==> config.mk <==
export PLATFORM = sky130hd
export DESIGN_NAME = crtc_timing_gen
export DESIGN_NICKNAME = d
export VERILOG_FILES = /design/src/rtl/crtc_timing_gen.sv
export SDC_FILE = /design/constraint.sdc
export NUM_CORES = 1
export LEC_CHECK = 0
export CAP_MARGIN = 15
export CORE_MARGIN = 2
export CORE_UTILIZATION = 47
export DETAILED_ROUTE_END_ITERATION = 10
export GPL_TIMING_DRIVEN = 0
export PLACE_DENSITY = 0.83
export REMOVE_ABC_BUFFERS = 1
export SLEW_MARGIN = 20
export SYNTH_ARGS = -nofsm -noshare
export SYNTH_HDL_FRONTEND = slang
export SYNTH_SLANG_ARGS = --single-unit
==> constraint.sdc <==
create_clock -name CLK -period 4.85 [get_ports CLK]
set_input_delay 0.97 -clock CLK [delete_from_list [all_inputs] [get_ports CLK]]
set_output_delay 0.97 -clock CLK [all_outputs]
set_load 0.005 [all_outputs]
==> src/rtl/crtc_timing_gen.sv <==
// crtc_timing_gen: MC6845-style raster timing engine (non-interlaced) producing sync, enable, MA/RA and cursor
module crtc_timing_gen #(
    parameter int MA_W        = 14,
    parameter int RA_W        = 5,
    parameter int VSYNC_LINES = 16
) (
    input  logic            CLK,
    input  logic            RST,
    input  logic [7:0]      R0_HTOTAL,
    input  logic [7:0]      R1_HDISP,
    input  logic [7:0]      R2_HSPOS,
    input  logic [3:0]      R3_HSW,
    input  logic [6:0]      R4_VTOTAL,
    input  logic [4:0]      R5_VADJ,
    input  logic [6:0]      R6_VDISP,
    input  logic [6:0]      R7_VSPOS,
    input  logic [RA_W-1:0] R9_MAXSL,
    input  logic [6:0]      R10_CSTART,
    input  logic [RA_W-1:0] R11_CEND,
    input  logic [MA_W-1:0] R12_START,
    input  logic [MA_W-1:0] R14_CURSOR,
    output logic            HSYNC,
    output logic            VSYNC,
    output logic            DE,
    output logic [MA_W-1:0] MA,
    output logic [RA_W-1:0] RA,
    output logic            CURSOR
);
    localparam int VW = $clog2(VSYNC_LINES + 1);

    typedef enum logic {ROWS, ADJ} state_t;

    state_t          state, state_n;
    logic [7:0]      hcc, hcc_n;
    logic [RA_W-1:0] ra, ra_n;
    logic [6:0]      vcc, vcc_n;
    logic [4:0]      hcnt, hcnt_n;
    logic [VW-1:0]   vcnt, vcnt_n;
    logic [MA_W-1:0] ma_row, ma_row_n, ma_n;
    logic [4:0]      fc, fc_n;
    logic            eol, restart, blink;
    logic            hsync_n, vsync_n, de_n, cursor_n;

    // counters and registered outputs advance on the falling character clock edge
    always_ff @(negedge CLK or posedge RST) begin
        if (RST) begin
            state  <= ROWS;
            hcc    <= '0;
            ra     <= '0;
            vcc    <= '0;
            hcnt   <= '0;
            vcnt   <= '0;
            ma_row <= '0;
            fc     <= '0;
            HSYNC  <= 1'b0;
            VSYNC  <= 1'b0;
            DE     <= 1'b0;
            MA     <= '0;
            RA     <= '0;
            CURSOR <= 1'b0;
        end else begin
            state  <= state_n;
            hcc    <= hcc_n;
            ra     <= ra_n;
            vcc    <= vcc_n;
            hcnt   <= hcnt_n;
            vcnt   <= vcnt_n;
            ma_row <= ma_row_n;
            fc     <= fc_n;
            HSYNC  <= hsync_n;
            VSYNC  <= vsync_n;
            DE     <= de_n;
            MA     <= ma_n;
            RA     <= ra_n;
            CURSOR <= cursor_n;
        end
    end

    // next counter state; RA doubles as the adjust-line counter while in ADJ
    always_comb begin
        eol      = hcc == R0_HTOTAL;
        hcc_n    = eol ? 8'd0 : hcc + 8'd1;
        state_n  = state;
        ra_n     = ra;
        vcc_n    = vcc;
        ma_row_n = ma_row;
        fc_n     = fc;
        restart  = 1'b0;
        if (eol) begin
            if (state == ADJ) begin
                ra_n    = ra + RA_W'(1);
                restart = ({1'b0, ra} + (RA_W+1)'(1)) >= (RA_W+1)'(R5_VADJ);
            end else if (ra != R9_MAXSL) begin
                ra_n = ra + RA_W'(1);
            end else begin
                ra_n = '0;
                if (vcc != R4_VTOTAL) begin
                    vcc_n    = vcc + 7'd1;
                    ma_row_n = ma_row + MA_W'(R1_HDISP);
                end else if (R5_VADJ != 5'd0) begin
                    state_n = ADJ;
                end else begin
                    restart = 1'b1;
                end
            end
            if (restart) begin
                state_n  = ROWS;
                ra_n     = '0;
                vcc_n    = '0;
                ma_row_n = R12_START;
                fc_n     = fc + 5'd1;
            end
        end
        hcnt_n = (hcc_n == R2_HSPOS) ? ((R3_HSW == 4'd0) ? 5'd16 : {1'b0, R3_HSW})
               : (hcnt != 5'd0) ? hcnt - 5'd1 : 5'd0;
        vcnt_n = !eol ? vcnt
               : (state_n == ROWS && ra_n == '0 && vcc_n == R7_VSPOS) ? VW'(VSYNC_LINES)
               : (vcnt != '0) ? vcnt - VW'(1) : vcnt;
    end

    // next output values, derived from the next counter state so outputs match the counters of their cycle
    always_comb begin
        ma_n     = ma_row_n + MA_W'(hcc_n);
        de_n     = hcc_n < R1_HDISP && vcc_n < R6_VDISP && state_n == ROWS;
        blink    = R10_CSTART[6] ? (R10_CSTART[5] ? fc_n[4] : fc_n[3]) : !R10_CSTART[5];
        cursor_n = de_n && ma_n == R14_CURSOR && ra_n >= R10_CSTART[4:0] && ra_n <= R11_CEND && blink;
        hsync_n  = hcnt_n != 5'd0;
        vsync_n  = vcnt_n != '0;
    end
endmodule

; ---- After elaboration in Yosys (flattened, before gate mapping)
; Index checks and enable logic that the tools add are counted.
[word_totals]
out_inout_bits = 23
ff_bits = 68
[op_classes]
n_reduce_logical = 17
mux = 36
bitwise_logic = 1
magnitude_cmp = 5
add_sub_neg = 9
eq_ne = 6
[ops]
columns = op, count
row1 = 2-to-1 mux 14 bit, 5
row2 = 2-to-1 mux 5 bit, 12
row3 = 2-to-1 mux 7 bit, 5
row4 = adder 14 x 8 -> 14 bit, 2
row5 = nonzero test 5 bit, 5
row6 = equality test 8 bit, 2
row7 = equality test 14 bit, 1
row8 = 2-to-1 mux 1 bit, 13
row9 = adder 5 x 1 -> 5 bit (second input constant), 2
row10 = subtractor 5 x 1 -> 5 bit (second input constant), 2
row11 = adder 8 x 1 -> 8 bit (second input constant), 1
row12 = logical AND 1 bit, 8
row13 = less-than comparator 8 bit, 1
row14 = 2-to-1 mux 8 bit, 1
row15 = adder 7 x 1 -> 7 bit (second input constant), 1
row16 = equality test 7 bit, 1
row17 = less-than comparator 7 bit, 1
row18 = inequality test 7 bit, 1
row19 = adder 5 x 1 -> 6 bit (second input constant), 1
row20 = >= comparator 6 x 5 -> 1 bit, 1
row21 = >= comparator 5 bit, 1
row22 = less-or-equal comparator 5 bit, 1
row23 = zero test 5 bit, 1
row24 = inequality test 5 bit, 1
row25 = other kinds (4), 4

; ---- Logic depth before layout (Yosys ltp)
; Gate-level depths: netlist (run 1).
[logic_depth]
depth_word = 15
depth_mapped = 25

==> results.yml, run 1 <==
status:
  status: "finished with violations"
  violations: "negative setup slack"
final_layout:
  post-route-cell-area_um2: 9500
  num-fill-cells: 587
  mostFrequentLayoutCell: "sky130_fd_sc_hd__clkdlybuf4s50_1"
  design.final.nets: 1029
  mostFrequentLayoutCells: "86 x sky130_fd_sc_hd__clkdlybuf4s50_1, 72 x sky130_fd_sc_hd__buf_4, 68 x sky130_fd_sc_hd__dfrtn_1"
  final_cell_count_no_fill: 1027
  area.growth.synth_to_final_pct: 68.3
  fin_util: 0.801
  insertedDiodeCount: 0
  layout_cells_sized_above_1: 0.392
setup_path:
  startpoint_type: "input pin"
  critPathRequiredTime_ns: 2.78
  worstSetupPathType: "input pin to flip-flop"
  cp_max_fo: 12
  timing.critical_path.to_type: "flip-flop"
  arrival_time_at_the_worst_endpoint_ns: 5.78
grt:
  grt_overflow: 0
  gr-usage-met1: 0.442
  first_global_vias: 7171
  grt_max_degree: 44
  grt_most_used_layer: "met2"
  grt_antenna_before_repair: 0
  met2_usage: 0.616
  global_route_usage_over_all_layers: 0.384
  wire_length_of_the_first_global_routing_pass_um: 38100
  grt_util_met3: 0.0930
routing:
  route.detailed.vias_per_inst: 6.96
  detailroute.via_count: 7149
  drt_first_pass_iters: 8
  initial_drt_markers: 1043
  overall_routed_net_length_um: 29200
  antenna_violating_nets_post_route: 0
  drt_drc_violations_left: 0
  wl_per_cell_um: 28.4
power_and_ir_drop:
  leakage_power_uw: 0.00412
  max_ir_drop_vdd_uv: 294
  switch_share: 0.402
  p_int_uw: 1980
  p_comb_frac: 0.525
  pwr_density_cell_nw_per_um2: 348
  power.share.sequential: 0.242
  clock_network_power_share: 0.234
  switching_power_summed_over_all_nets_uw: 1330
synthesis:
  summed_instance_area_of_the_synthesized_netlist_um2: 5640
  synth.avg_cell_area_um2: 8.83
  postSynth.topFlopCell: "sky130_fd_sc_hd__dfrtn_1"
  synth-warning-count: 0
  synth_enable_flop_cells: 0
  number_of_flip_flops_and_latches_in_the_synthesized_netlist: 68
  async_set_or_reset_flop_fraction_in_the_synthesized_netlist: 1.00
  post_synth_inst_count: 639
  unique_cell_type_count_in_the_yosys_netlist: 76
  part_of_the_yosys_area_used_for_sequential_elements: 0.302
floorplan:
  die_y_um: 114
  initial_core_util: 0.476
  core-area_um2: 11900
  die_width_um: 114
  io_pins: 124
  die_area_um2: 12900
  core_rows: 40
timing:
  maxSlewHeadroom: 0.512
  final.setup.worst_slack_ns: -3.00
  finalClockSkew_ns: 0.00966
  finalSetupViolations: 60
  final-hold-violation-count: 0
  fin_tns_setup_ns: -57.13
  slew_of_the_pin_with_the_lowest_slew_margin_ns: 0.721
  rsz0062_at_grt: "yes"
  timing_max_transition_violations_final: 0
clock_network:
  cts_hold_buffers: 0
  cts_max_level: 3
  clock-sinks: 68
  tritoncts: "done"
  clk_transition_reported_paths_ns: 0.05
  cts_made_buffers: 9
  clk-insertion-delay-late_ns: 0.36
  cts.path.max_buffers: 2
  cts_root_buffer: "sky130_fd_sc_hd__clkbuf_16"
place:
  dp_cells: 895
  detailedPlace.worstSlack_ns: -4.67
  hpwlAfterDp_um: 12700
  port-buffer-count: 123
  post_dp_cell_area_um2: 7030
  gp_congestion: 0.948
min_path:
  min_delay_path_class: "flip-flop to flip-flop"
job:
  timing.max_cap.violations: 0
## timing repair
item | 4_1_cts | 5_1_grt
pin swaps | 113 | 71
setup endpoints to repair | 68 | 60
gates cloned | 2 | 0
resized for setup | 325 | 90
setup buffers | 92 | 36
## power by group through the flow
stage / clock network (µW) / registers (µW) / logic (µW)
global route: 793 / 806 / 1800
finish: 773 / 798 / 1730
CTS: 732 / 781 / 1360
global placement: 0 / 780 / 997
detailed placement: 0 / 783 / 1040
floorplan: 0 / 767 / 689
## metal layers
metal	routed length, µm	vias to the layer above
met3	3420	308
met1	9830	3338
li1	-	2772
met2	12900	731
met4	2960	0
met5	0	-
## cell usage after synthesis, types with 4 or more instances
master / instances / area, µm²
sky130_fd_sc_hd__nand2_1: 37 / 139
sky130_fd_sc_hd__o211ai_1: 5 / 37.5
sky130_fd_sc_hd__nand4_1: 14 / 87.6
sky130_fd_sc_hd__and2_1: 5 / 31.3
sky130_fd_sc_hd__nand2b_1: 7 / 43.8
sky130_fd_sc_hd__xor2_1: 34 / 298
sky130_fd_sc_hd__a211oi_1: 5 / 37.5
sky130_fd_sc_hd__clkbuf_1: 11 / 41.3
sky130_fd_sc_hd__a22oi_1: 11 / 82.6
sky130_fd_sc_hd__ha_1: 51 / 638
sky130_fd_sc_hd__o2111ai_1: 5 / 43.8
sky130_fd_sc_hd__or3_1: 9 / 56.3
sky130_fd_sc_hd__inv_1: 63 / 236
sky130_fd_sc_hd__a21oi_1: 22 / 110
sky130_fd_sc_hd__o22ai_1: 8 / 50.1
sky130_fd_sc_hd__xnor2_1: 43 / 377
sky130_fd_sc_hd__a21o_1: 5 / 37.5
sky130_fd_sc_hd__o21ai_0: 31 / 155
sky130_fd_sc_hd__mux2_2: 5 / 56.3
sky130_fd_sc_hd__nor4_1: 4 / 25.0
sky130_fd_sc_hd__dfrtn_1: 68 / 1700
sky130_fd_sc_hd__and3_1: 7 / 43.8
sky130_fd_sc_hd__nor2b_1: 5 / 31.3
sky130_fd_sc_hd__a31oi_1: 7 / 43.8
sky130_fd_sc_hd__or2_2: 4 / 25.0
sky130_fd_sc_hd__nand3_1: 23 / 115
sky130_fd_sc_hd__o21a_1: 4 / 30.0
sky130_fd_sc_hd__o21bai_1: 4 / 30.0
sky130_fd_sc_hd__nor2_1: 49 / 184
sky130_fd_sc_hd__nor3_1: 20 / 100
## worst paths after layout
path	startpoint	endpoint	slack (ns)	depth (start not counted)
max	R5_VADJ[0]	CURSOR	-3.00	20
min	fc[0]	fc[0]	0.46	1
max reg2reg	ra[2]	CURSOR	-0.81	21
min reg2reg	fc[0]	fc[0]	0.46	1
max in group asynchronous	RST	vcc[3]	0.98	3
min in group asynchronous	RST	ma_row[12]	3.25	2
## state kept, by name (all words and copies together) (netlist names), 5 cells and up
signal / cells
vcc: 7
ra: 5
vcnt: 5
hcc: 8
hcnt: 5
ma_row: 14
MA: 14
fc: 5
## area by class of cell
cell class	count	area (µm²)	area share
clock buffers	10	239	0.0252
clock inverters	6	86.3	0.00909
inverters	63	239	0.0252
multi-input cells	494	4760	0.502
flip-flops and latches	68	1700	0.179
well taps	147	184	0.0194
repair buffers	239	2280	0.240
## worst max-delay path, cell delays in order
cell and delay [ns]:
sky130_fd_sc_hd__buf_8 0.10, sky130_fd_sc_hd__ha_4 0.20, sky130_fd_sc_hd__nand2b_4 0.15, sky130_fd_sc_hd__a2111oi_4 0.44, sky130_fd_sc_hd__o21ai_2 0.16, sky130_fd_sc_hd__a32o_4 0.36, sky130_fd_sc_hd__buf_6 0.20, sky130_fd_sc_hd__a22oi_2 0.39
sky130_fd_sc_hd__o21ai_2 0.14, sky130_fd_sc_hd__ha_1 0.41, sky130_fd_sc_hd__buf_4 0.18, sky130_fd_sc_hd__o2111ai_2 0.10, sky130_fd_sc_hd__nand2_2 0.12, sky130_fd_sc_hd__o41ai_4 0.33, sky130_fd_sc_hd__xnor2_2 0.14, sky130_fd_sc_hd__a2111oi_2 0.35
sky130_fd_sc_hd__and3_4 0.29, sky130_fd_sc_hd__o2111ai_2 0.11, sky130_fd_sc_hd__or3_4 0.42, sky130_fd_sc_hd__nor4b_4 0.20
## logic make-up after synthesis
| group | count (synthesis) | share of synthesized area |
|---|---|---|
| muxes | 8 | 0.0153 |
| AOI/OAI and AO/OA | 145 | 0.186 |
| and+or+nand+nor | 208 | 0.199 |
| xor gates and xnor gates | 78 | 0.124 |
| adders and majority gates | 53 | 0.120 |
| buffers and inverters | 79 | 0.0546 |
| DFF | 68 | 0.302 |
## per-stage QoR
step | hold slack (ns) | total power, µW
floorplan | 0.416 | 1460
global placement | 0.434 | 1780
detailed placement | 0.439 | 1820
CTS | 0.446 | 2880
global route | 0.468 | 3400
finish | 0.457 | 3300
(Power assumes the default switching activity.)
==> run 2: changes to the inputs <==
==> constraint.sdc (replaced) <==
create_clock -name CLK -period 6.4 [get_ports CLK]
set_input_delay 1.28 -clock CLK [delete_from_list [all_inputs] [get_ports CLK]]
set_output_delay 1.28 -clock CLK [all_outputs]
set_load 0.005 [all_outputs]
==> run 2 against run 1 <==
Effect of this change:
- cell count up 0.49%
- register-to-register slack better by 1.2 ns
- routed wire length down 3.2%
- the flow still finishes with violations (negative setup slack)
- combinational power down 26%
- hold slack better by 0.021 ns
- cell area down 2.3%
- global-route usage down 1.9 points
- via count about the same
==> results.yml, run 2 (synthesis results as in run 1) <==
status:
  status: "finished with violations"
  violations: "negative setup slack"
setup_path:
  worstPathBufferInverterCount: 4
  reg2reg_setup_slack_ns: 0.43
  worst_path_dominant_cell_family: "compound AO/OA/AOI/OAI gates"
  startpoint_type: "input pin"
  max_stage_delay_ns: 0.49
  timing.critical_path.to_type: "flip-flop"
  arrival_time_at_the_worst_endpoint_ns: 6.13
  crit_path_cell_trace: "buf_8 -> ha_4 -> nand2b_4 -> a2111oi_4 -> o21ai_2 -> buf_4 -> a32oi_4 -> nor2_4 -> nand2_1 -> o21ai_1 -> ha_1 -> nor2b_4 -> buf_4 -> o2111ai_2 -> nand2_2 -> o41ai_4 -> buf_4 -> xor2_1 -> xnor2_1 -> o2111ai_2 -> or3_4 -> nor4b_4"
  critPathRequiredTime_ns: 3.55
  critical-path-slowest-cell: "sky130_fd_sc_hd__xor2_1"
  worstSetupPathType: "input pin to flip-flop"
  cp_max_fo: 6
  critical-path-top-cell-by-count: "sky130_fd_sc_hd__buf_4"
timing:
  timing_max_transition_violations_final: 0
  rsz0062_at_grt: "yes"
  final-hold-violation-count: 0
  maxSlewHeadroom: 0.601
  final.hold.worst_slack_ns: 0.478
  finalSetupViolations: 34
  finalClockSkew_ns: 0.0102
  final.setup.worst_slack_ns: -2.58
  slew_of_the_pin_with_the_lowest_slew_margin_ns: 0.590
final_layout:
  num-fill-cells: 610
  mostFrequentLayoutCells: "96 x sky130_fd_sc_hd__buf_4, 90 x sky130_fd_sc_hd__clkdlybuf4s50_1, 68 x sky130_fd_sc_hd__dfrtn_1"
  post-route-cell-area_um2: 9280
  insertedDiodeCount: 0
  mostFrequentLayoutCell: "sky130_fd_sc_hd__buf_4"
  layout_cells_sized_above_1: 0.369
  biggestRegsByFlops: "MA (14), ma_row (14), hcc (8)"
  design.final.nets: 1034
  area.growth.synth_to_final_pct: 64.6
power_and_ir_drop:
  power.share.sequential: 0.248
  switching_power_summed_over_all_nets_uw: 978
  leakage_power_uw: 0.00404
  clock_network_power_share: 0.233
  pwr_density_cell_nw_per_um2: 266
  p_int_uw: 1490
  max_ir_drop_vdd_uv: 223
  p_comb_frac: 0.519
  switch_share: 0.397
floorplan:
  initial_core_util: 0.476
  core_rows: 40
  io_pins: 124
  core-area_um2: 11900
  die_width_um: 114
  die_y_um: 114
  die_area_um2: 12900
clock_network:
  clk-insertion-delay-late_ns: 0.36
  clk_transition_reported_paths_ns: 0.04
  cts_made_buffers: 9
  tritoncts: "done"
  cts_root_buffer: "sky130_fd_sc_hd__clkbuf_16"
  clock-sinks: 68
  cts.path.max_buffers: 2
  cts_max_level: 3
place:
  gp_congestion: 0.948
  port-buffer-count: 123
  post_dp_cell_area_um2: 7030
  hpwlAfterDp_um: 12700
routing:
  antenna_violating_nets_post_route: 0
  drt_first_pass_iters: 6
  overall_routed_net_length_um: 28200
  detailroute.via_count: 7143
  wl_per_cell_um: 27.4
  initial_drt_markers: 1104
  route.detailed.vias_per_inst: 6.92
  drt_drc_violations_left: 0
job:
  timing.max_cap.violations: 0
min_path:
  min_delay_path_class: "flip-flop to flip-flop"
grt:
  grt_overflow: 0
  first_global_vias: 6975
  global_route_usage_over_all_layers: 0.365
  wire_length_of_the_first_global_routing_pass_um: 36600
  grt_antenna_before_repair: 0
  grt_max_degree: 44
## run 2: routing by layer
metal | global-route usage | share of wire | routed length (µm)
met3 | 0.0749 | 0.12 | 3350
met1 | 0.430 | 0.34 | 9690
met2 | 0.606 | 0.45 | 12600
met4 | 0.237 | 0.093 | 2620
met5 | 0 | 0 | 0
## run 2: cell type report
| class | count | area, µm² | area share |
|---|---|---|---|
| Clock inverter | 6 | 86.3 | 0.00930 |
| Sequential cell | 68 | 1700 | 0.183 |
| Timing Repair Buffer | 244 | 2230 | 0.240 |
| Clock buffer | 10 | 239 | 0.0257 |
| Multi-Input combinational cell | 494 | 4610 | 0.496 |
| Inverter | 63 | 239 | 0.0257 |
| Tap cell | 147 | 184 | 0.0198 |
## run 2: power groups by stage
stage / logic [µW] / registers [µW] / clock network, µW
after global routing: 1340 / 617 / 589
after global placement: 756 / 591 / 0
after detailed placement: 789 / 593 / 0
final: 1280 / 611 / 574
after floorplan: 522 / 581 / 0
after CTS: 993 / 596 / 555
## run 2: final timing paths
check	end	from	depth (start not counted)
max in group asynchronous	ra[0]	RST	3
min reg2reg	fc[0]	fc[0]	1
min	fc[0]	fc[0]	1
min in group asynchronous	ma_row[12]	RST	2
max	CURSOR	R5_VADJ[0]	22
max reg2reg	CURSOR	ra[0]	23
## run 2: what timing repair did
item / in CTS / in global routing
buffers inserted: 84 / 37
gates cloned: 2 / 0
pin swaps: 102 / 60
endpoints found under the setup margin: 60 / 34
hold buffers: 0 / 0
resized for setup: 252 / 83
## run 2: per-stage QoR
stage	total power, µW	cells	utilization	setup TNS, ns	setup WS (ns)
floorplan	1100	623	-	-35.40	-2.63
global placement	1350	893	0.589	-169.91	-4.28
detailed placement	1380	895	0.592	-99.68	-4.21
CTS	2140	997	0.735	-21.52	-2.07
global route	2550	1032	0.782	-31.96	-2.60
finish	2460	1032	0.782	-30.38	-2.58
